File: src/rtl/light_manager_mc.sv
// rtl/light_manager_mc.sv - encoder/button driven multi-channel PWM LED brightness manager
module light_manager_mc #(
   parameter int CLOCK_FREQ_MHZ   = 100,
   parameter int DEBOUNCE_US      = 1,
   parameter int PWM_VALUE_SIZE   = 8,
   parameter int BRIGHTNESS_INC   = 10,
   parameter int CHANNELS         = 4,
   parameter int RESET_BRIGHTNESS = 0
) (
   input  logic                        clk_i,
   input  logic                        rst_i,
   input  logic                        a_i,
   input  logic                        b_i,
   input  logic                        btn_i,
   output logic [CHANNELS-1:0]         leds_o,
   output logic [$clog2(CHANNELS)-1:0] sel_o,
   output logic [PWM_VALUE_SIZE-1:0]   brightness_o
);

   localparam int W      = PWM_VALUE_SIZE;
   localparam int SEL_W  = $clog2(CHANNELS);
   localparam int N      = CLOCK_FREQ_MHZ * DEBOUNCE_US;
   localparam int CNT_W  = (N > 1) ? $clog2(N) : 1;
   localparam logic [CNT_W-1:0] CNT_LAST = CNT_W'(N - 1);
   localparam logic [W-1:0]     B_MAX    = '1;
   localparam logic [W-1:0]     B_INC    = W'(BRIGHTNESS_INC);
   localparam logic [W-1:0]     B_RST    = W'(RESET_BRIGHTNESS);
   localparam logic             LED_RST  = (RESET_BRIGHTNESS > 0);

   typedef enum logic [2:0] {S_IDLE, S_R1, S_R2, S_R3, S_L1, S_L2, S_L3} state_t;

   // index 0 = A, 1 = B, 2 = button
   logic [2:0]       r_meta, r_sync, r_prev, r_deb;
   logic [CNT_W-1:0] r_cnt [3];
   logic             r_btn_prev;
   state_t           r_state, w_state_nxt;
   logic             w_inc, w_dec, w_btn_rise;
   logic [1:0]       w_ab;
   logic [W-1:0]     r_bright [CHANNELS];
   logic [SEL_W-1:0] r_sel;
   logic [W-1:0]     r_pwm_cnt;
   logic [CHANNELS-1:0] r_leds;
   logic [W-1:0]     w_cur, w_inc_val, w_dec_val;
   logic [W:0]       w_sum;

   assign w_ab       = {r_deb[0], r_deb[1]};
   assign w_btn_rise = r_deb[2] & ~r_btn_prev;
   assign w_cur      = r_bright[r_sel];
   assign w_sum      = {1'b0, w_cur} + {1'b0, B_INC};
   assign w_inc_val  = (w_sum > {1'b0, B_MAX}) ? B_MAX : w_sum[W-1:0];
   assign w_dec_val  = (w_cur < B_INC) ? '0 : (w_cur - B_INC);

   // two-flop synchronisers and per-input debounce; a changing or already-accepted input keeps the counter at zero
   always_ff @(posedge clk_i) begin
      if (rst_i) begin
         r_meta     <= 3'b011;
         r_sync     <= 3'b011;
         r_prev     <= 3'b011;
         r_deb      <= 3'b011;
         r_btn_prev <= 1'b0;
         for (int i = 0; i < 3; i++) r_cnt[i] <= '0;
      end else begin
         r_meta     <= {btn_i, b_i, a_i};
         r_sync     <= r_meta;
         r_prev     <= r_sync;
         r_btn_prev <= r_deb[2];
         for (int i = 0; i < 3; i++) begin
            if (r_sync[i] == r_deb[i] || r_sync[i] != r_prev[i]) begin
               r_cnt[i] <= '0;
            end else if (r_cnt[i] == CNT_LAST) begin
               r_deb[i] <= r_sync[i];
               r_cnt[i] <= '0;
            end else begin
               r_cnt[i] <= r_cnt[i] + 1'b1;
            end
         end
      end
   end

   // quadrature decoder state register
   always_ff @(posedge clk_i) begin
      if (rst_i) r_state <= S_IDLE;
      else       r_state <= w_state_nxt;
   end

   // quadrature next state; inc/dec only on the last step of a full detent back to 11
   always_comb begin
      w_state_nxt = r_state;
      w_inc       = 1'b0;
      w_dec       = 1'b0;
      case (r_state)
         S_IDLE: if (w_ab == 2'b01) w_state_nxt = S_R1;
                 else if (w_ab == 2'b10) w_state_nxt = S_L1;
         S_R1:   if (w_ab == 2'b00) w_state_nxt = S_R2;
                 else if (w_ab == 2'b11) w_state_nxt = S_IDLE;
         S_R2:   if (w_ab == 2'b10) w_state_nxt = S_R3;
                 else if (w_ab == 2'b01) w_state_nxt = S_R1;
         S_R3:   if (w_ab == 2'b11) begin w_state_nxt = S_IDLE; w_inc = 1'b1; end
                 else if (w_ab == 2'b00) w_state_nxt = S_R2;
         S_L1:   if (w_ab == 2'b00) w_state_nxt = S_L2;
                 else if (w_ab == 2'b11) w_state_nxt = S_IDLE;
         S_L2:   if (w_ab == 2'b01) w_state_nxt = S_L3;
                 else if (w_ab == 2'b10) w_state_nxt = S_L1;
         S_L3:   if (w_ab == 2'b11) begin w_state_nxt = S_IDLE; w_dec = 1'b1; end
                 else if (w_ab == 2'b00) w_state_nxt = S_L2;
         default: w_state_nxt = S_IDLE;
      endcase
   end

   // brightness of the current selection and selection advance; both use the pre-edge selection
   always_ff @(posedge clk_i) begin
      if (rst_i) begin
         r_sel <= '0;
         for (int k = 0; k < CHANNELS; k++) r_bright[k] <= B_RST;
      end else begin
         if (w_inc)      r_bright[r_sel] <= w_inc_val;
         else if (w_dec) r_bright[r_sel] <= w_dec_val;
         if (w_btn_rise) r_sel <= (r_sel == SEL_W'(CHANNELS - 1)) ? '0 : r_sel + 1'b1;
      end
   end

   // shared PWM counter over 0..2^W-2 so that full-scale brightness is a constant high
   always_ff @(posedge clk_i) begin
      if (rst_i) begin
         r_pwm_cnt <= '0;
         r_leds    <= {CHANNELS{LED_RST}};
      end else begin
         r_pwm_cnt <= (r_pwm_cnt == B_MAX - 1'b1) ? '0 : r_pwm_cnt + 1'b1;
         for (int k = 0; k < CHANNELS; k++) r_leds[k] <= (r_pwm_cnt < r_bright[k]);
      end
   end

   assign leds_o       = r_leds;
   assign sel_o        = r_sel;
   assign brightness_o = w_cur;

endmodule

File: config.mk
export PLATFORM = sky130hd
export DESIGN_NAME = light_manager_mc
export DESIGN_NICKNAME = d
export VERILOG_FILES = /design/src/rtl/light_manager_mc.sv
export SDC_FILE = /design/constraint.sdc
export NUM_CORES = 1
export LEC_CHECK = 0
export CAP_MARGIN = 40
export CORE_AREA = 2 2 101 103
export DETAILED_ROUTE_END_ITERATION = 10
export DIE_AREA = 0 0 103 105
export PLACE_DENSITY = 0.69
export SYNTH_ARGS = -nofsm -noshare
export SYNTH_HDL_FRONTEND = slang
export SYNTH_SLANG_ARGS = --single-unit
File: constraint.sdc
create_clock -name clk_i -period 2.2 [get_ports clk_i]
set_input_delay 0.33 -clock clk_i [delete_from_list [all_inputs] [get_ports clk_i]]
set_output_delay 0.33 -clock clk_i [all_outputs]
set_load 0.05 [all_outputs]
==> run_results.csv, run 1 <==
group,metric,value,unit
timing,finClkSkew,11.9,ps
cells_and_area,layout_common_cells,"78 x nor2_1, 58 x buf_4, 53 x edfxtp_1",
cells_and_area,diodes,0,
drt,vias,3600,
worst_setup_path,slowest_delay,420,ps
timing,setup_violations,30,
drt,wirelength,9710,um
placement,place_congestion,0.796,
worst_setup_path,worstPathRequired,2410,ps
logic_synthesis,synth_edf_count,53,
logic_synthesis,synth_top_cell_by_area,"edfxtp_1",
drt,drtPass1Iterations,4,
floorplan,core,9640,um2
drt,drtIter0Drc,128,
logic_synthesis,synth_area_leaders,"edfxtp_1 33%, dfxtp_1 13%, ha_1 11%, nor2_1 6.2%, inv_1 3.4%",
drt,wl_per_cell,13.8,um
timing,fmax,420,MHz
worst_setup_path,cp_top_family,"simple AND/OR/NAND/NOR gates",
floorplan,die_x,103,um
cells_and_area,drive_gt1_share,24.0,%
floorplan,io_pins,19,
clock_network,cts_tree,"yes",
logic_synthesis,netlist.area_leader.share,33.2,%
logic_synthesis,avgSynthCellArea,10.2,um2
worst_setup_path,crit_fanout,6,
worst_setup_path,worstSetupPathType,"flop to flop",
clock_network,clockRootBuffer,"clkbuf_8",
clock_network,cts_buffer_depth,2,
clock_network,cts.clk_slew.worst_paths,100,ps
logic_synthesis,synth_warnings,0,
global_route,grt_overflow,0,
logic_synthesis,synth-seq-area-share,46.6,%
global_route,track_usage,19.3,%
timing,fin_ws,-179,ps
clock_network,hold_buffers,0,
floorplan,die_y,105,um
power,vdd_ir_drop_max,357,uV
drt,routed_via_density,5.11,
flow_run,drv_cap,0,
global_route,grt_max_degree,23,
timing,layout_min_cycle_time,2380,ps
drt,ant_nets,0,
worst_hold_path,hold_path_class,"flop to flop",
global_route,grt_pass1_wl,16300,um
power,powerDensity,540,nW/um2
power,p_leak,2.55,nW
logic_synthesis,ys_seq_elements,85,
worst_setup_path,start_kind,"flop",
timing,finalSetupTns,-2820,ps
cells_and_area,final_common_cell,"nor2_1",
logic_synthesis,synth_top_flop_cell,"edfxtp_1",
logic_synthesis,synth_cell_types,54,
floorplan,initial_core_util,49.7,%
logic_synthesis,netlist_area,4790,um2
clock_network,clk_latency,360,ps
cells_and_area,area_growth,25.7,%
timing,hold_viol,0,
floorplan,rows,36,
placement,hpwl,7250,um
clock_network,clock_sink_count,85,
logic_synthesis,synthCells,470,
cells_and_area,final_util,62.5,%
worst_setup_path,cp-end-kind,"flop",
timing,rsz0062_at_grt,"yes",
global_route,antenna_found_initial,0,
placement,io_buffers,18,
floorplan,die_area,10800,um2
timing,slew_viol_final,0,
worst_setup_path,cpMostUsedCell,"buf_4",
timing,max-slew-margin-rel,66.4,%
worst_setup_path,cp.arrival,2590,ps
cells_and_area,layout.nets,612,
logic_synthesis,synth_async_sr_flop_share,0,%
timing,tightest_slew,502,ps
timing,finalCritPeriodShare,108,%
worst_setup_path,cp_slowest_cell,"mux4_2",
outcome,violations,"negative setup slack",
clock_network,htreeDepth,3,
global_route,grt_pass1_vias,3487,
worst_setup_path,critPathBufInv,3,
drt,drc,0,
outcome,status,"finished with violations",
worst_setup_path,path_cells,"buf_4 > buf_6 > mux4_2 > buf_4 > nand2_1 > or3_4 > a311o_1 > nor2_1",
clock_network,numCtsBuffers,9,
-- area by class of cell --
class	count	area [um2]
clock buffers	9	124
repair buffers	81	717
inverters	46	173
fillers	845	3610
well taps	133	166
flip-flops and latches	85	2240
multi-input cells	343	2540
clock inverters	7	73.8
-- timing repair --
action                     in CTS  in global routing
gates cloned                    0                  0
setup endpoints to repair      39                 36
hold endpoints to repair        0                  0
gates resized for setup        15                 19
buffers inserted                2                  9
pin swaps                      18                 10
-- through the flow --
| step | setup slack (ps) | cell area (um2) | cells | power (mW) | hold WS (ps) |
|---|---|---|---|---|---|
| after floorplan | -219 | 4940 | 490 | 2.01 | 389 |
| after global placement | -116 | 5630 | 678 | 2.14 | 400 |
| after detailed placement | -178 | 5630 | 678 | 2.15 | 405 |
| after CTS | -141 | 5880 | 695 | 3.27 | 429 |
| after global routing | -279 | 6030 | 704 | 3.38 | 444 |
| final | -179 | 6030 | 704 | 3.25 | 426 |
-- synthesized netlist by cell type (2+ instances only) --
library cell   n
or2_2          6
ha_1          41
nor2b_1        6
dfxtp_1       32
a21oi_1       13
a211oi_1       6
xnor2_1       14
o21bai_1       4
nand4_1        2
o21ai_1        2
nor2_1        79
nand4b_1       2
nor4_1         3
mux4_1         2
nand2_1       20
xor2_1        13
nand3_1       20
o21ai_0       12
mux4_2         6
clkbuf_1      11
nor3_1         5
mux2i_1        3
a21o_1         9
inv_1         44
nor4b_1        2
a311o_1        2
a31oi_1        5
nand2b_1       9
a211o_1        4
o211ai_1       3
buf_6          2
and3_1         8
or3_1          6
clkinv_1       2
edfxtp_1      53
-- cell families after synthesis --
family	count (synthesis)	share of synthesized area (%)
AO/OA/AOI/OAI	70	10.3
other	1	0.0782
flip-flops	85	46.6
XOR/XNOR	27	4.93
AND/OR/NAND/NOR	173	17.6
multiplexers	11	4.54
buffers and inverters	62	5.30
adder cells (fa/ha/maj)	41	10.7
-- power breakdown --
group	internal (mW)	switching, mW
logic	0.172	0.188
registers	1.74	0.0397
clock network	0.528	0.589
total	2.44	0.817
-- sequential cells by signal, summed over array words and instances (netlist names), named ones only --
register and flops:
leds_o 4, r_sync 3, r_btn_prev 1, r_bright 32
r_prev 3, sel_o 2, r_cnt 21, r_state 3
r_pwm_cnt 8, r_deb 3, r_meta 3
-- metal layers --
layer / up-vias / global-route usage (%) / wire (um)
met2: 50 / 31.4 / 4860
li1: 1814 / - / -
met5: - / 0 / 0
met1: 1724 / 25.1 / 4380
met4: 0 / 6.39 / 140
met3: 12 / 4.35 / 316
-- worst paths after layout --
path,start,end,slack [ps],cells past startpoint
worst max-delay path,flop,r_bright[1][4],-180,8
worst min-delay path,r_meta[1],r_sync[1],430,1
worst max register to register,flop,r_bright[1][4],-180,8
worst min register to register,r_meta[1],r_sync[1],430,1
No activity file was read; power rests on OpenSTA's default activity.
==> inputs of run 2 (changes only) <==
--- a/config.mk
+++ b/config.mk
@@ -7,6 +7,7 @@
 export LEC_CHECK = 0
 export CAP_MARGIN = 40
 export CORE_AREA = 2 2 101 103
+export CTS_CLUSTER_SIZE = 20
 export DETAILED_ROUTE_END_ITERATION = 10
 export DIE_AREA = 0 0 103 105
 export PLACE_DENSITY = 0.69
==> results of run 2 <==
The final DEF is identical to that of run 1; final timing and power are the same.
==> variant 1 (settings of run 1) <==
Put one more register stage on the output `leds_o`, with the module's reset. The value now appears one clock later. The other outputs are not delayed to match.
--- a/src/rtl/light_manager_mc.sv
+++ b/src/rtl/light_manager_mc.sv
@@ -130,7 +130,13 @@
       end
    end
 
-   assign leds_o       = r_leds;
+   always_ff @(posedge clk_i) begin
+      if (rst_i) begin
+         leds_o <= '0;
+      end else begin
+         leds_o <= r_leds;
+      end
+   end
    assign sel_o        = r_sel;
    assign brightness_o = w_cur;
 
Behaviour: no difference found for any inputs over 10 cycles, from zero or initial values and one cycle with rst_i high; that may be too few to reach the edited logic, so the function may still have changed.
==> variant 1 against run 1 <==
The run still ends with negative setup slack left; sequential cell count grew 4; synthesized cell count up 3.8%; critical endpoint is now r_bright[0][2]; final area down 0.15%; area after synthesis increased by 2.8%; power is 2.5% higher; critical path type unchanged; largest cell class unchanged; routed wire length is 4.4% higher; setup slack improved by 0.0069 ns; count of clock-buffer cells in the layout is 3 higher.
==> variant 1: results (changes against run 1) <==
metric,value,unit,change
grtUsageTotal,20.0,%,+0.79 points
drtIter0Drc,151,,+18%
place.gp.congestion,0.926,,+16%
grt_max_degree,31,,+35%
post_dp_cell_area,5690,sq um,+1.0%
num_vias,3677,,+2.1%
grt_pass1_wl,16800,microns,+3.1%
cpPeakStageDelay,0.62,ns,+0.20 ns
reg2reg_depth,6,,-2
synth_mux_area_share,4.29,%,-0.25 points
cp.arrival,2.47,ns,-0.12 ns
grt_pass1_vias,3505,,+0.52%
hpwl,7540,microns,+4.0%
layout-drive-gt1-share,20.8,%,-3.2 points
status,finished with violations,,
synthXorXnorAreaFrac,5.15,%,+0.22 points
worst_pin_slew,0.499,ns,-0.00303 ns
violations,negative setup slack,,
setup_viol,25,,-17%
wl_per_cell,14.3,microns,+3.6%
nNetsFinal,617,,+0.82%
vdd_ir_drop_max,0.312,mV,-12%
n_fill_cell,781,,-7.6%
synth_compound_area_share,9.34,%,-0.94 points
worst_slack,-0.172,ns,+0.00693 ns
seq_area_frac_synth,46.9,%,+0.34 points
synth_common_cells,"nor2_1 (80), edfxtp_1 (53), inv_1 (43)",,
-- variant 1: cell types whose count changed after synthesis, sizes merged, moves of 3 or more --
cell	delta
dfxtp	+4
nor2b	+7
nor3	+8
a211oi	-5
a31oi	-5
nor4	+6
xnor2	+3
o211ai	-4
nand3	-5
a21oi	+10
buf	+3
-- variant 1: where the power goes --
| group | switching, uW | internal, uW |
|---|---|---|
| registers | 45.2 | 1820 |
| logic | 188 | 171 |
| clock network | 596 | 519 |
| total | 829 | 2510 |
-- variant 1: stage by stage --
step	power [uW]	std cells	hold slack, ns
floorplan	2110	508	0.389
global placement	2230	687	0.392
detailed placement	2240	687	0.397
CTS	3360	706	0.421
global route	3470	709	0.435
finish	3330	709	0.417
-- variant 1: cells by family after synthesis --
| kind of cell | Yosys count |
|---|---|
| XOR/XNOR | 29 |
| AND/OR/NAND/NOR | 189 |
| buffers and inverters | 62 |
| multiplexers | 11 |
| AO/OA/AOI/OAI | 66 |
| other | 1 |
| adder cells (fa/ha/maj) | 41 |
| flip-flops | 89 |
-- variant 1: routing by layer --
metal  share of wire [%]  GRT usage (%)
met1                  46           27.8
met2                  48           30.9
met3                 4.6           3.68
met4                 1.3           7.80
met5                   0              0
-- variant 1: critical path, delay by kind of cell, from the launching register on --
| kind | cells | cell delay, ns |
|---|---|---|
| compound gates | 3 | 0.78 |
| buf+inv | 1 | 0.19 |
| flops | 1 | 0.41 |
| mux | 1 | 0.62 |
| simple gates | 1 | 0.10 |
-- variant 1: final timing paths --
kind,end,slack (ns)
max,r_bright[0][2],-0.17
min reg2reg,r_sync[0],0.42
min,r_sync[0],0.42
max reg2reg,r_bright[0][2],-0.17
-- variant 1: final cells by class --
cell class | count | area [sq um] | area share (%)
clock buffer | 12 | 166 | 2.77
tap | 133 | 166 | 2.77
multi-input combinational | 357 | 2550 | 42.4
clock inverter | 4 | 30.0 | 0.499
inverter | 43 | 161 | 2.68
sequential | 89 | 2320 | 38.5
timing repair buffer | 71 | 628 | 10.4
-- variant 1: what timing repair did --
action                     CTS  global route
setup buffers                3             3
pin swaps                    0             3
resized for setup            7            12
setup endpoints to repair   35            35
==> variant 2 (settings of run 1) <==
Without the edit above. The parameter `CHANNELS` goes from 4 to 2.
--- a/src/rtl/light_manager_mc.sv
+++ b/src/rtl/light_manager_mc.sv
@@ -4,7 +4,7 @@
    parameter int DEBOUNCE_US      = 1,
    parameter int PWM_VALUE_SIZE   = 8,
    parameter int BRIGHTNESS_INC   = 10,
-   parameter int CHANNELS         = 4,
+   parameter int CHANNELS         = 2,
    parameter int RESET_BRIGHTNESS = 0
 ) (
    input  logic                        clk_i,
Ports: changed (resized leds_o and sel_o); port bits go from 19 to 16. No check against the original RTL was run, so the function may have changed too.
==> variant 2 against run 1 <==
Sequential share of layout area fell by 1.7 points; routed wire length fell by 21%; final area fell by 21%; power fell by 15%; sequential cell count fell by 20; area after synthesis fell by 20%; final cell count fell by 14%; highest routed layer unchanged; fmax rose by 11%; hold slack got worse by 0.0055 ns; setup slack improved by 0.23 ns.
==> variant 2: results (changes against run 1) <==
metric,value,unit,change
worst_slack,0.0470,ns,+0.226 ns
grt_util_met1,21.1,%,-4.0 points
slowest_stage,edfxtp_1,,
switching_power,659,uW,-19%
routed_wl,7700,microns,-21%
wl_met1,3760,microns,-14%
yosysUniqueCellTypes,62,,+15%
insertion_delay,0.34,ns,-0.02 ns
layout-drive-gt1-share,19.0,%,-5.0 points
crit_fanout,8,,+2
power.share.combinational,9.0,%,-2.1 points
grt_pass1_vias,2915,,-16%
timing.slew.headroom,66.6,%,+0.14 points
p_leak,0.00191,uW,-25%
wl_per_cell,12.7,microns,-8.0%
skew,0.0109,ns,-0.00103 ns
vdd_ir_drop_max,0.702,mV,+97%
use_met3,3.75,%,-0.60 points
grtUsageTotal,15.4,%,-3.9 points
port_buffers,15,,-3
grt_pass1_wl,13300,microns,-18%
clkTransAtPathRegs,0.08,ns,-0.02 ns
wl_met3,266,microns,-16%
synth_area_leaders,"edfxtp_1 (29%), dfxtp_1 (15%), ha_1 (8.5%), nor2_1 (5.3%), xnor2_1 (3.7%)",,
status,finished clean,,
r2r_slack,0.05,ns,+0.23 ns
drtIter0Drc,149,,+16%
clockPowerShare,41.8,%,+7.4 points
largestRegisters,"r_cnt x21, r_bright x16, r_pwm_cnt x8",,
cp.arrival,2.35,ns,-0.24 ns
dp_slack,-0.0515,ns,+0.127 ns
synth_enable_flop_cells,37,,-30%
reg2reg_depth,10,,+2
crit_end,r_bright[1][1],,
drt-pass1-iter-count,4,,unchanged
synthArstFlopShare,0,%,unchanged
dp.cells,583,,-14%
ys.flop_type,edfxtp_1,,
synth_common_cells,"nor2_1 (54), edfxtp_1 (37), inv_1 (31)",,
cp_top_family,compound AO/OA/AOI/OAI gates,,
num_vias,2986,,-17%
use_met2,23.5,%,-7.9 points
n_fill_cell,907,,+7.3%
hpwl,5760,microns,-21%
place.gp.congestion,0.954,,+20%
wl_met2,3590,microns,-26%
syn_avg_cell_area,9.48,sq um,-7.0%
grt_max_degree,31,,+35%
seq_area_frac_synth,43.6,%,-2.9 points
nNetsFinal,500,,-18%
setup_viol,0,,-100%
-- variant 2: cell type report --
| cell class | count | area (sq um) | area share, % |
|---|---|---|---|
| clock buffers | 12 | 178 | 3.75 |
| multi-input cells | 314 | 2130 | 44.8 |
| inverters | 32 | 131 | 2.77 |
| repair buffers | 47 | 408 | 8.60 |
| flip-flops and latches | 65 | 1680 | 35.4 |
| clock inverters | 4 | 56.3 | 1.19 |
| well taps | 133 | 166 | 3.51 |
-- variant 2: logic make-up (layout without fill, tap and decap cells) --
family | Yosys count | in the layout | share of synthesized area, %
AND/OR/NAND/NOR | 149 | 149 | 19.6
AO/OA/AOI/OAI | 84 | 84 | 14.7
flip-flops | 65 | 65 | 43.6
buffers and inverters | 45 | 95 | 4.80
XOR/XNOR | 27 | 27 | 6.17
adder cells (fa/ha/maj) | 26 | 26 | 8.49
multiplexers | 7 | 7 | 2.51
other | 1 | 21 | 0.0979
-- variant 2: timing repair --
| action | 4_1_cts | 5_1_grt |
|---|---|---|
| setup endpoints to repair | 11 | 13 |
| setup buffers | 0 | 8 |
| pin swaps | 0 | 2 |
| resized for setup | 2 | 12 |
-- variant 2: worst min path at each step --
stage                    from   endpoint  slack [ns]  cells past startpoint
floorplan           r_meta[0]  r_sync[0]        0.39                      1
global placement    r_meta[1]  r_sync[1]        0.39                      1
detailed placement  r_meta[1]  r_sync[1]        0.40                      1
CTS                 r_meta[1]  r_sync[1]        0.42                      1
global route        r_meta[1]  r_sync[1]        0.43                      1
finish              r_meta[1]  r_sync[1]        0.42                      1
-- variant 2: through the flow --
step                      setup TNS, ns  total power [uW]  area (sq um)
after detailed placement         -0.274              1620          4390
after global placement          -0.0470              1610          4390
after CTS                             0              2770          4640
after global routing             -0.323              2870          4740
final                                 0              2760          4740
after floorplan                   -2.09              1540          3940
